`config.mk`:
```
export PLATFORM = sky130hd
export DESIGN_NAME = lsu_mem_port_flat
export DESIGN_NICKNAME = d
export VERILOG_FILES = /design/src/rtl/lsu_mem_port_if.sv /design/src/rtl/lsu_mem_port.sv /design/src/flat_wrapper.sv
export SDC_FILE = /design/constraint.sdc
export NUM_CORES = 1
export LEC_CHECK = 0
export ABC_AREA = 1
export CORE_MARGIN = 2
export CORE_UTILIZATION = 30
export CTS_CLUSTER_DIAMETER = 50
export DETAILED_ROUTE_END_ITERATION = 10
export PLACE_DENSITY = 0.62
export SYNTH_ARGS = -nofsm -noshare
export SYNTH_HDL_FRONTEND = slang
export SYNTH_SLANG_ARGS = --single-unit
```
`constraint.sdc`:
```
create_clock -name clk -period 4.3 [get_ports clk]
set_input_delay 0.86 -clock clk [delete_from_list [all_inputs] [get_ports clk]]
set_output_delay 0.86 -clock clk [all_outputs]
set_load 0.02 [all_outputs]
```
`src/rtl/lsu_mem_port_if.sv`:
```
// Data-memory request/response bus for the load/store unit.
// Valid/ready request channel plus an unconditioned load response.
interface lsu_mem_port_if;
   logic        mem_req_valid;
   logic        mem_req_ready;
   logic [31:0] mem_req_addr;
   logic        mem_req_we;
   logic [3:0]  mem_req_wstrb;
   logic [31:0] mem_req_wdata;
   logic        mem_resp_valid;
   logic [31:0] mem_resp_rdata;

   modport master (
      output mem_req_valid,
      output mem_req_addr,
      output mem_req_we,
      output mem_req_wstrb,
      output mem_req_wdata,
      input  mem_req_ready,
      input  mem_resp_valid,
      input  mem_resp_rdata
   );

   modport slave (
      input  mem_req_valid,
      input  mem_req_addr,
      input  mem_req_we,
      input  mem_req_wstrb,
      input  mem_req_wdata,
      output mem_req_ready,
      output mem_resp_valid,
      output mem_resp_rdata
   );
endinterface

```
`src/rtl/lsu_mem_port.sv`:
```
// Load/store unit: address generation, one memory request,
// load alignment/extension and regfile write-back.
module lsu_mem_port #(
   parameter int RESP_TIMEOUT = 256
) (
   input  logic          clk,
   input  logic          rst_n,
   input  logic          start_i,
   input  logic [31:0]   instr_i,
   input  logic [31:0]   rs1_rdata_i,
   input  logic [31:0]   rs2_rdata_i,
   output logic          busy_o,
   output logic          done_o,
   output logic          misaligned_o,
   output logic          timeout_o,
   lsu_mem_port_if.master mem,
   output logic          w_en_o,
   output logic [4:0]    rd_id_o,
   output logic [31:0]   rd_write_data_o
);
   localparam int CW = $clog2(RESP_TIMEOUT + 1);
   localparam logic [CW-1:0] LAST = CW'(RESP_TIMEOUT - 1);

   typedef enum logic [2:0] {
      IDLE, CHK, REQ, DONE, RESP, WB
   } state_t;

   state_t state, nxt;

   logic [31:0]   instr_q, rs1_q, rs2_q;
   logic [31:0]   ea_q, wdata_q, rd_data_q;
   logic [3:0]    wstrb_q;
   logic          we_q;
   logic [4:0]    rd_id_q;
   logic [CW-1:0] cnt;

   logic [6:0]  opc;
   logic [2:0]  f3;
   logic [4:0]  rd;
   logic        is_ld, is_st;
   logic        sz_b, sz_h, sz_w;
   logic        legal, mis;
   logic [31:0] imm, ea;
   logic [3:0]  wstrb;
   logic [31:0] wdata;
   logic [7:0]  bsel;
   logic [15:0] hsel;
   logic [31:0] ld_val;
   logic        req_v, done, mis_p, tmo_p;

   assign opc   = instr_q[6:0];
   assign f3    = instr_q[14:12];
   assign rd    = instr_q[11:7];
   assign is_ld = (opc == 7'b0000011);
   assign is_st = (opc == 7'b0100011);

   assign imm = is_st
      ? {{20{instr_q[31]}}, instr_q[31:25], instr_q[11:7]}
      : {{20{instr_q[31]}}, instr_q[31:20]};
   assign ea  = rs1_q + imm;

   assign sz_b = (f3[1:0] == 2'b00);
   assign sz_h = (f3[1:0] == 2'b01);
   assign sz_w = (f3[1:0] == 2'b10);

   // Loads allow unsigned b/h (funct3 4,5); stores only 0..2.
   assign legal =
      (is_ld && f3 != 3'd3 && f3[2:1] != 2'b11) ||
      (is_st && !f3[2] && f3[1:0] != 2'b11);
   assign mis =
      (sz_h && ea[0]) ||
      (sz_w && ea[1:0] != 2'b00);

   always_comb begin
      wstrb = '0;
      wdata = '0;
      unique case (1'b1)
         sz_b: begin
            wstrb = 4'b0001 << ea[1:0];
            wdata = {4{rs2_q[7:0]}};
         end
         sz_h: begin
            wstrb = ea[1] ? 4'b1100 : 4'b0011;
            wdata = {2{rs2_q[15:0]}};
         end
         sz_w: begin
            wstrb = 4'b1111;
            wdata = rs2_q;
         end
         default: ;
      endcase
   end

   assign bsel =
      mem.mem_resp_rdata[{ea_q[1:0], 3'b000} +: 8];
   assign hsel =
      mem.mem_resp_rdata[{ea_q[1], 4'b0000} +: 16];

   always_comb begin
      ld_val = mem.mem_resp_rdata;
      unique case (f3)
         3'b000:  ld_val = {{24{bsel[7]}}, bsel};
         3'b100:  ld_val = {24'd0, bsel};
         3'b001:  ld_val = {{16{hsel[15]}}, hsel};
         3'b101:  ld_val = {16'd0, hsel};
         default: ld_val = mem.mem_resp_rdata;
      endcase
   end

   always_comb begin
      nxt   = state;
      req_v = 1'b0;
      done  = 1'b0;
      mis_p = 1'b0;
      tmo_p = 1'b0;
      unique case (state)
         IDLE: if (start_i) nxt = CHK;
         CHK: begin
            if (!legal) begin
               done = 1'b1;
               nxt  = IDLE;
            end else if (mis) begin
               done  = 1'b1;
               mis_p = 1'b1;
               nxt   = IDLE;
            end else begin
               nxt = REQ;
            end
         end
         REQ: begin
            req_v = 1'b1;
            if (mem.mem_req_ready)
               nxt = we_q ? DONE : RESP;
         end
         DONE: begin
            done = 1'b1;
            nxt  = IDLE;
         end
         // A response in the final cycle beats the timeout.
         RESP: begin
            if (mem.mem_resp_valid) begin
               nxt = WB;
            end else if (cnt == LAST) begin
               done  = 1'b1;
               tmo_p = 1'b1;
               nxt   = IDLE;
            end
         end
         WB: begin
            done = 1'b1;
            nxt  = IDLE;
         end
         default: nxt = IDLE;
      endcase
   end

   always_ff @(posedge clk or negedge rst_n) begin
      if (!rst_n) state <= IDLE;
      else        state <= nxt;
   end

   always_ff @(posedge clk or negedge rst_n) begin
      if (!rst_n) begin
         instr_q   <= '0;
         rs1_q     <= '0;
         rs2_q     <= '0;
         ea_q      <= '0;
         we_q      <= 1'b0;
         wstrb_q   <= '0;
         wdata_q   <= '0;
         cnt       <= '0;
         rd_id_q   <= '0;
         rd_data_q <= '0;
      end else begin
         if (state == IDLE && start_i) begin
            instr_q <= instr_i;
            rs1_q   <= rs1_rdata_i;
            rs2_q   <= rs2_rdata_i;
         end
         if (state == CHK && legal && !mis) begin
            ea_q    <= ea;
            we_q    <= is_st;
            wstrb_q <= is_st ? wstrb : 4'b0000;
            wdata_q <= is_st ? wdata : 32'd0;
         end
         cnt <= (state == RESP && nxt == RESP)
            ? cnt + 1'b1 : '0;
         if (state == RESP && mem.mem_resp_valid
             && rd != 5'd0) begin
            rd_id_q   <= rd;
            rd_data_q <= ld_val;
         end
      end
   end

   assign mem.mem_req_valid = req_v;
   assign mem.mem_req_addr  = {ea_q[31:2], 2'b00};
   assign mem.mem_req_we    = we_q;
   assign mem.mem_req_wstrb = wstrb_q;
   assign mem.mem_req_wdata = wdata_q;

   assign busy_o          = (state != IDLE);
   assign done_o          = done;
   assign misaligned_o    = mis_p;
   assign timeout_o       = tmo_p;
   assign w_en_o          = (state == WB) && (rd != 5'd0);
   assign rd_id_o         = rd_id_q;
   assign rd_write_data_o = rd_data_q;
endmodule

```
`src/flat_wrapper.sv`:
```
// flat-port wrapper written by rule: the top's interface ports become plain ports
module lsu_mem_port_flat 
#(
   parameter int RESP_TIMEOUT = 256
)
  (clk, rst_n, start_i, instr_i, rs1_rdata_i, rs2_rdata_i, busy_o, done_o, misaligned_o, timeout_o, w_en_o, rd_id_o, rd_write_data_o, mem_mem_req_valid, mem_mem_req_addr, mem_mem_req_we, mem_mem_req_wstrb, mem_mem_req_wdata, mem_mem_req_ready, mem_mem_resp_valid, mem_mem_resp_rdata);
  lsu_mem_port_if mem_i ();
  input  logic clk;
  input  logic rst_n;
  input  logic start_i;
  input  logic [31:0] instr_i;
  input  logic [31:0] rs1_rdata_i;
  input  logic [31:0] rs2_rdata_i;
  output logic busy_o;
  output logic done_o;
  output logic misaligned_o;
  output logic timeout_o;
  output logic w_en_o;
  output logic [4:0] rd_id_o;
  output logic [31:0] rd_write_data_o;
  output wire logic [$bits(mem_i.mem_req_valid)-1:0] mem_mem_req_valid;
  output wire logic [$bits(mem_i.mem_req_addr)-1:0] mem_mem_req_addr;
  output wire logic [$bits(mem_i.mem_req_we)-1:0] mem_mem_req_we;
  output wire logic [$bits(mem_i.mem_req_wstrb)-1:0] mem_mem_req_wstrb;
  output wire logic [$bits(mem_i.mem_req_wdata)-1:0] mem_mem_req_wdata;
  input wire logic [$bits(mem_i.mem_req_ready)-1:0] mem_mem_req_ready;
  input wire logic [$bits(mem_i.mem_resp_valid)-1:0] mem_mem_resp_valid;
  input wire logic [$bits(mem_i.mem_resp_rdata)-1:0] mem_mem_resp_rdata;
  assign mem_mem_req_valid = mem_i.mem_req_valid;
  assign mem_mem_req_addr = mem_i.mem_req_addr;
  assign mem_mem_req_we = mem_i.mem_req_we;
  assign mem_mem_req_wstrb = mem_i.mem_req_wstrb;
  assign mem_mem_req_wdata = mem_i.mem_req_wdata;
  assign mem_i.mem_req_ready = mem_mem_req_ready;
  assign mem_i.mem_resp_valid = mem_mem_resp_valid;
  assign mem_i.mem_resp_rdata = mem_mem_resp_rdata;
  lsu_mem_port #(.RESP_TIMEOUT(RESP_TIMEOUT)) u_core (.clk(clk), .rst_n(rst_n), .start_i(start_i), .instr_i(instr_i), .rs1_rdata_i(rs1_rdata_i), .rs2_rdata_i(rs2_rdata_i), .busy_o(busy_o), .done_o(done_o), .misaligned_o(misaligned_o), .timeout_o(timeout_o), .mem(mem_i), .w_en_o(w_en_o), .rd_id_o(rd_id_o), .rd_write_data_o(rd_write_data_o));
endmodule
```
==> results of run 1 <==
## flip-flops by register name, summed over array words and instances (netlist names)
signal / cells
u_core.rd_id_o: 5
u_core.mem.mem_req_wstrb: 4
u_core.rs1_q: 32
u_core.cnt: 9
u_core.ea_q: 32
u_core.rd_write_data_o: 32
u_core.state: 3
u_core.instr_q: 27
u_core.mem.mem_req_we: 1
u_core.mem.mem_req_wdata: 32
u_core.rs2_q: 32
## logic make-up after synthesis
family / after synthesis
simple gates: 804
mux: 5
xor+xnor: 16
buf+inv: 279
flops: 209
fa+ha+maj: 34
other cells: 1
compound gates: 236
## metal layers
layer	up-vias	part of all wire, %	GRT usage [%]
met5	-	0	0
met4	0	3.6	7.22
met3	67	4.5	3.59
met2	254	46	28.5
met1	4797	46	22.1
li1	5338	-	-
## power by group through the flow
stage / logic [W] / clock network (W) / registers [W]
floorplan: 0.00198 / 0 / 0.00277
global placement: 0.00308 / 0 / 0.00273
detailed placement: 0.00311 / 0 / 0.00274
CTS: 0.00312 / 0.00283 / 0.00271
global route: 0.00347 / 0.00292 / 0.00277
finish: 0.00310 / 0.00276 / 0.00271
## cell usage in the layout, fill, tap and decap left out, types with 4 or more instances in the layout
master,instances
o21ai_2,6
inv_1,183
o21ai_1,57
nand3b_1,6
nand3_1,52
inv_6,4
mux2i_1,5
ha_1,32
clkdlybuf4s50_1,234
o211ai_1,8
nor2_1,62
bufinv_16,4
o22ai_1,8
nand2_1,657
clkbuf_1,5
xnor2_1,15
o221ai_1,6
a21oi_1,49
nor3_1,8
clkinv_2,4
buf_4,11
dfrtp_1,209
o21ai_0,94
clkbuf_16,35
## cells in the mapped netlist, drive strengths merged
cell type / n
inv: 189
nor3: 9
and2: 1
o22ai: 9
or2: 1
xor2: 1
ha: 33
nand3b: 6
buf: 55
a21oi: 49
dfrtp: 209
fa: 1
a31oi: 1
o211ai: 8
o21bai: 2
nand4: 2
a21o: 3
clkbuf: 32
o221ai: 6
nor2: 64
o21ai: 157
a21boi: 1
xnor2: 15
mux2i: 5
and3: 1
clkinv: 3
nand3: 55
conb: 1
nand2: 661
nor3b: 3
nor4: 1
## area by class of cell
type,count,area (sq um)
Tap cell,518,648
Fill cell,4021,23100
Multi-Input combinational cell,1097,5150
Sequential cell,209,5230
Clock inverter,18,236
Clock buffer,40,895
Inverter,192,727
Timing Repair Buffer,251,2520
## worst paths after layout
kind                                         from                 end  slack (ns)  cells after the start
worst min-delay path                        rst_n  u_core.instr_q[10]        0.37                      1
worst max-delay path            u_core.instr_q[2]              done_o        0.24                     15
min in group clk                    u_core.cnt[0]       u_core.cnt[0]        0.46                      1
max in group asynchronous                   rst_n    u_core.rs1_q[26]        2.80                      2
worst min register to register      u_core.cnt[0]       u_core.cnt[0]        0.46                      1
worst max register to register  u_core.instr_q[2]     u_core.ea_q[19]        0.84                     15
## stage by stage
step / std cells / cell area [sq um] / hold WS [ns]
final: 2325 / 15400 / 0.374
after CTS: 2321 / 15400 / 0.442
after global placement: 2263 / 14200 / 0.447
after floorplan: 1585 / 11600 / 0.433
after global routing: 2325 / 15400 / 0.471
after detailed placement: 2263 / 14200 / 0.464
## timing repair
| item | CTS | global route |
|---|---|---|
| buffers inserted | 0 | 4 |
| pin swaps | 0 | 5 |
| endpoints found under the setup margin | 2 | 2 |
| cloned | 0 | 0 |
| resized for setup | 7 | 11 |
==> metrics.md, run 1 <==
| Metric | Value |
|---|---|
| Mapped Cells | 1584 |
| Setup WS pre-CTS | 0.169 ns |
| Final worst path period need | 4.06 ns |
| Post-Synth Adder-Cell Area | 3.72% |
| Simple-gate portion of the synthesized area | 27.7% |
| Die X-Extent | 201 microns |
| Final WS setup | 0.239 ns |
| DR DRC count | 0 |
| Area of the mapped netlist | 11600 sq um |
| Clock sinks | 209 |
| P per Cell Area | 556 nW/um^2 |
| F_max | 0.246 GHz |
| Final #Nets | 1952 |
| Critical Path RT | 3.44 ns |
| Initial antenna violation count | 0 |
| Endpoints failing setup | 0 |
| CP Data Arrival Time | 3.20 ns |
| Final wirelength | 34600 microns |
| Period utilisation layout | 94.4% |
| Vias in the first global route | 10.5k |
| CP top delay family | simple AND/OR/NAND/NOR gates |
| Antenna diodes | 0 |
| Syn_area_per_cell | 7.34 sq um |
| Worst vdd ir | 265 uV |
| Pwr Total | 0.00857 W |
| First-pass GRT wire length | 55800 microns |
| Crit-path max cell delay | 0.53 ns |
| Detailed Routing Iterations Pass 1 | 5 |
| Netlist cell types | 44 |
| Switching share of total power | 37.2% |
| Max-slew violations | 0 |
| Post-synthesis compound-gate area fraction | 11.1% |
| Synth Area in XOR/XNOR | 1.21% |
| CTS buffer count | 34 |
| # Max-Cap Violations | 0 |
| Switch Pwr | 0.00319 W |
| RSZ-0062 raised after global routing | false |
| Int Pwr | 0.00538 W |
| Synthesis Warnings | 0 |
| Gpl congestion | 0.872 |
| Die ar. | 40300 sq um |
| Yosys reg bits | 209 |
| Grt total ovfl | 0 |
| Status | finished clean |
| Post-DP HPWL | 25700 microns |
| P_leak | 7.61 nW |
| Buffer depth of the longest clock path | 3 |
| Sequential fraction of the synthesis area | 45.0% |
| Area delta synth->final | 32.5% |
| Max H-tree Level | 2 |
| Final hold viol count | 0 |
| Core Area | 38500 sq um |
| Seq pwr share | 31.6% |
| Synth top area share | 45.0% |
| CP max stage cell | fa_2 |
| CTS Root Cell | clkbuf_16 |
| Initial Util | 30.2% |
| CP startpoint kind | flop |
| Worst-Skew Late Latency | 0.52 ns |
| Row cnt | 72 |
| Slew headroom | 37.8% |
| Type of element capturing the critical path | output pin |
| CTS tree | built |
| Via density | 4.50 |
| Setup TNS | 0 ns |
| Worst Skew | 0.0193 ns |
| Worst-Margin Slew | 0.932 ns |
| Comb power frac | 36.2% |
| Iteration-0 DRC Markers | 543 |
| CP Buf/Inv Count | 5 |
| Die Ht | 201 microns |
| Worst Hold Class | in -> async |
| Vias | 10.5k |
| Post-DRT Antenna Nets | 0 |
| Largest net degree at the start of global routing | 126 |
| Total Routing Usage GR | 17.3% |
| Post-synthesis mux area share | 0.430% |
| PortBufs | 237 |
| Synth area leaders | dfrtp_1 45%, nand2_1 21%, inv_1 5.9%, o21ai_0 4.2%, ha_1 3.6% |
| WL/cell | 14.9 microns |
| Final core area utilization | 40.0% |
| Hold_buf cts | 0 |
| Worst-path fanout max | 5 |
| Critical path class | reg -> out |
| Largest family of logic cells by synthesized area | simple AND/OR/NAND/NOR gates |
| Io pins | 245 |
| CP Cell Sequence | nor2_2 -> nand3_2 -> nor3_4 -> inv_4 -> buf_4 -> o21ai_1 -> fa_2 -> inv_1 -> o21ai_1 -> and2_1 -> inv_2 -> nand2_1 -> nand2_1 -> nand4_1 -> buf_6 |
| Clk slew on worst S/H paths | 0.06 ns |
| Area leader, netlist | dfrtp_1 |
| Layout cells sized above 1 | 5.37% |
| Clk pwr share | 32.2% |
(Power assumes the default switching activity.)
==> run 2: changes to the inputs <==
--- a/config.mk
+++ b/config.mk
@@ -6,7 +6,7 @@
 export NUM_CORES = 1
 export LEC_CHECK = 0
 export ABC_AREA = 1
-export CORE_MARGIN = 2
+export CORE_MARGIN = 1.5
 export CORE_UTILIZATION = 30
 export CTS_CLUSTER_DIAMETER = 50
 export DETAILED_ROUTE_END_ITERATION = 10
==> run 2 against run 1 <==
Total power shrank 3.7%. Sequential cell count is the same. Critical endpoint unchanged. Clock skew grew 0.0029 ns. Maximum frequency shrank 1.2%. Worst setup slack lost 0.050 ns. Critical path depth is the same.
==> metrics.md, run 2 (synthesis results as in run 1) <==
| Metric | Value |
|---|---|
| Status | finished clean (unchanged) |
| Iteration-0 DRC Markers | 532 (was 543) |
| Setup WS pre-CTS | 0.181 ns (was 0.169 ns) |
| Most frequent cells in the layout | 657 x nand2_1, 234 x clkdlybuf4s50_1, 209 x dfrtp_1, 183 x inv_1, 95 x o21ai_0 (was 657 x nand2_1, 234 x clkdlybuf4s50_1, 209 x dfrtp_1, 183 x inv_1, 94 x o21ai_0) |
| Multi-input combinational cell area | 5150 sq um (about the same) |
| Min Hold Slack | 0.356 ns (was 0.374 ns) |
| Initial antenna violation count | 2 (was 0) |
| Reg2reg start | u_core.instr_q[4] (was u_core.instr_q[2]) |
| R2r endpoint | u_core.ea_q[12] (was u_core.ea_q[19]) |
| Vias in the first global route | 10.4k (was 10.5k) |
| Vias | 10.5k (about the same) |
| Die ar. | 39900 sq um (was 40300 sq um) |
| Die X-Extent | 200 microns (was 201 microns) |
| Final #Nets | 1946 (was 1952) |
| First-pass GRT wire length | 55200 microns (was 55800 microns) |
| Fillers | 3911 (was 4021) |
| FF/Latch Area | 5230 sq um (unchanged) |
| Final hold viol count | 0 (unchanged) |
| Setup TNS | 0 ns (unchanged) |
| F_max | 0.243 GHz (was 0.246 GHz) |
| Via density | 4.52 (was 4.50) |
| Total Routing Usage GR | 17.5% (was 17.3%) |
| Post-DRT Antenna Nets | 0 (unchanged) |
| Post-place instance area | 14200 sq um (about the same) |
| Clk slew on worst S/H paths | 0.06 ns (about the same) |
| Largest net degree at the start of global routing | 111 (was 126) |
| PortBufs | 237 (unchanged) |
| Row cnt | 71 (was 72) |
| Worst-Margin Slew | 0.892 ns (was 0.932 ns) |
| DR DRC count | 0 (unchanged) |
| CTS tree | built (unchanged) |
| Critical path class | reg -> out (unchanged) |
| RSZ-0062 raised after global routing | false (unchanged) |
| P_leak | 7.55 nW (was 7.61 nW) |
| Io pins | 245 (unchanged) |
| Final worst path period need | 4.11 ns (was 4.06 ns) |
| Worst-Skew Late Latency | 0.57 ns (was 0.52 ns) |
| Area delta synth->final | 31.1% (was 32.5%) |
| Critical Path RT | 3.44 ns (about the same) |
| Core Area | 37900 sq um (was 38500 sq um) |
| Max H-tree Level | 1 (was 2) |
| CTS Root Cell | clkbuf_16 (unchanged) |
| WL/cell | 14.9 microns (about the same) |
| Commonest non-fill, non-tap cell in the layout | nand2_1 (unchanged) |
| # Max-Cap Violations | 0 (unchanged) |
| Endpoints failing setup | 0 (unchanged) |
| Post-Layout Inst Area | 15200 sq um (was 15400 sq um) |
| Layout cells sized above 1 | 5.33% (was 5.37%) |
| Post-DP HPWL | 25900 microns (was 25700 microns) |
| Worst Hold Class | in -> async (unchanged) |
| Final WS setup | 0.189 ns (was 0.239 ns) |
| Detailed Routing Iterations Pass 1 | 5 (unchanged) |
| Slew headroom | 40.5% (was 37.8%) |
| Clock sinks | 209 (unchanged) |
| Buffer depth of the longest clock path | 3 (unchanged) |
| Max-slew violations | 0 (unchanged) |
| Initial Util | 30.7% (was 30.2%) |
| Worst Skew | 0.0223 ns (was 0.0193 ns) |
| Grt total ovfl | 0 (unchanged) |
| Gpl congestion | 0.862 (was 0.872) |
| Worst reg-to-reg path cell count | 14 (was 15) |
| Worst-path fanout max | 11 (was 5) |
| Worst R2R Setup Slack | 1.07 ns (was 0.84 ns) |
| CTS buffer count | 30 (was 34) |
| Die Ht | 200 microns (was 201 microns) |
| CP Data Arrival Time | 3.25 ns (was 3.20 ns) |
| P per Cell Area | 541 nW/um^2 (was 556 nW/um^2) |
| Final wirelength | 34500 microns (was 34600 microns) |
| Worst vdd ir | 271 uV (was 265 uV) |
| Type of element capturing the critical path | output pin (unchanged) |
| Period utilisation layout | 95.6% (was 94.4%) |
| CP startpoint kind | flop (unchanged) |
run 2: cell count changes in the layout (fill, tap and decap cells not counted), sizes merged:
cell,delta
clkbuf,-7
inv,+1
diode,+2
clkinv,+4
buf,-1
bufinv,-2
run 2: worst max-delay path, stage by stage, from the launching register on:
cell and delay [ns]:
dfrtp_1 0.37, or2_4 0.28, nor3_4 0.26, inv_4 0.09, nand2_1 0.06, o21ai_1 0.06
ha_2 0.20, fa_2 0.57, inv_1 0.08, o21ai_0 0.14, and2_1 0.17, inv_2 0.06
nand2_1 0.06, nand2_1 0.04, nand4_1 0.08, buf_4 0.15
run 2: layout make-up:
class | count | area share, %
Sequential cell | 209 | 34.3
Antenna cell | 2 | 0.0328
Inverter | 192 | 4.77
Timing Repair Buffer | 249 | 16.3
Multi-Input combinational cell | 1097 | 33.8
Tap cell | 511 | 4.19
Clock buffer | 34 | 5.28
Clock inverter | 21 | 1.35
run 2: how the worst max path moves through the flow:
stage	start	endpoint	slack, ns	cells past startpoint
after floorplan	u_core.instr_q[4]	misaligned_o	0.76	13
after global placement	u_core.instr_q[3]	done_o	0.22	16
after detailed placement	u_core.instr_q[3]	done_o	0.18	16
after CTS	u_core.instr_q[3]	done_o	0.02	16
after global routing	u_core.instr_q[4]	done_o	0.001	15
final	u_core.instr_q[4]	done_o	0.19	15
run 2: where the power goes:
group          switching, W  internal (W)
sequential         0.000310       0.00239
combinational       0.00185       0.00123
clock              0.000982       0.00149
run 2: what timing repair did:
item,CTS,global route
resized for setup,11,5
hold buffers,0,0
buffers inserted,1,0
pin swaps,2,2
endpoints found under the setup margin,2,2
run 2: per-stage QoR:
| step | total power [W] | std cells | util [%] |
|---|---|---|---|
| CTS | 0.00835 | 2313 | 40.2 |
| global route | 0.00883 | 2313 | 40.2 |
| detailed placement | 0.00583 | 2257 | 37.5 |
| floorplan | 0.00475 | 1585 | - |
| global placement | 0.00579 | 2257 | 37.5 |
| finish | 0.00825 | 2315 | 40.2 |
run 2: per-layer routing:
layer / track usage (%) / vias up / wire (microns)
li1: - / 5342 / -
met1: 22.8 / 4842 / 15600
met2: 30.0 / 234 / 16500
met3: 2.30 / 47 / 1610
met4: 5.40 / 0 / 842
met5: 0 / - / 0
==> run 3: changes to the inputs <==
--- a/config.mk
+++ b/config.mk
@@ -14,3 +14,4 @@
 export SYNTH_ARGS = -nofsm -noshare
 export SYNTH_HDL_FRONTEND = slang
 export SYNTH_SLANG_ARGS = --single-unit
+export TNS_END_PERCENT = 50
==> results of run 3 <==
No change in the layout: final DEF, timing and power equal those of run 2.
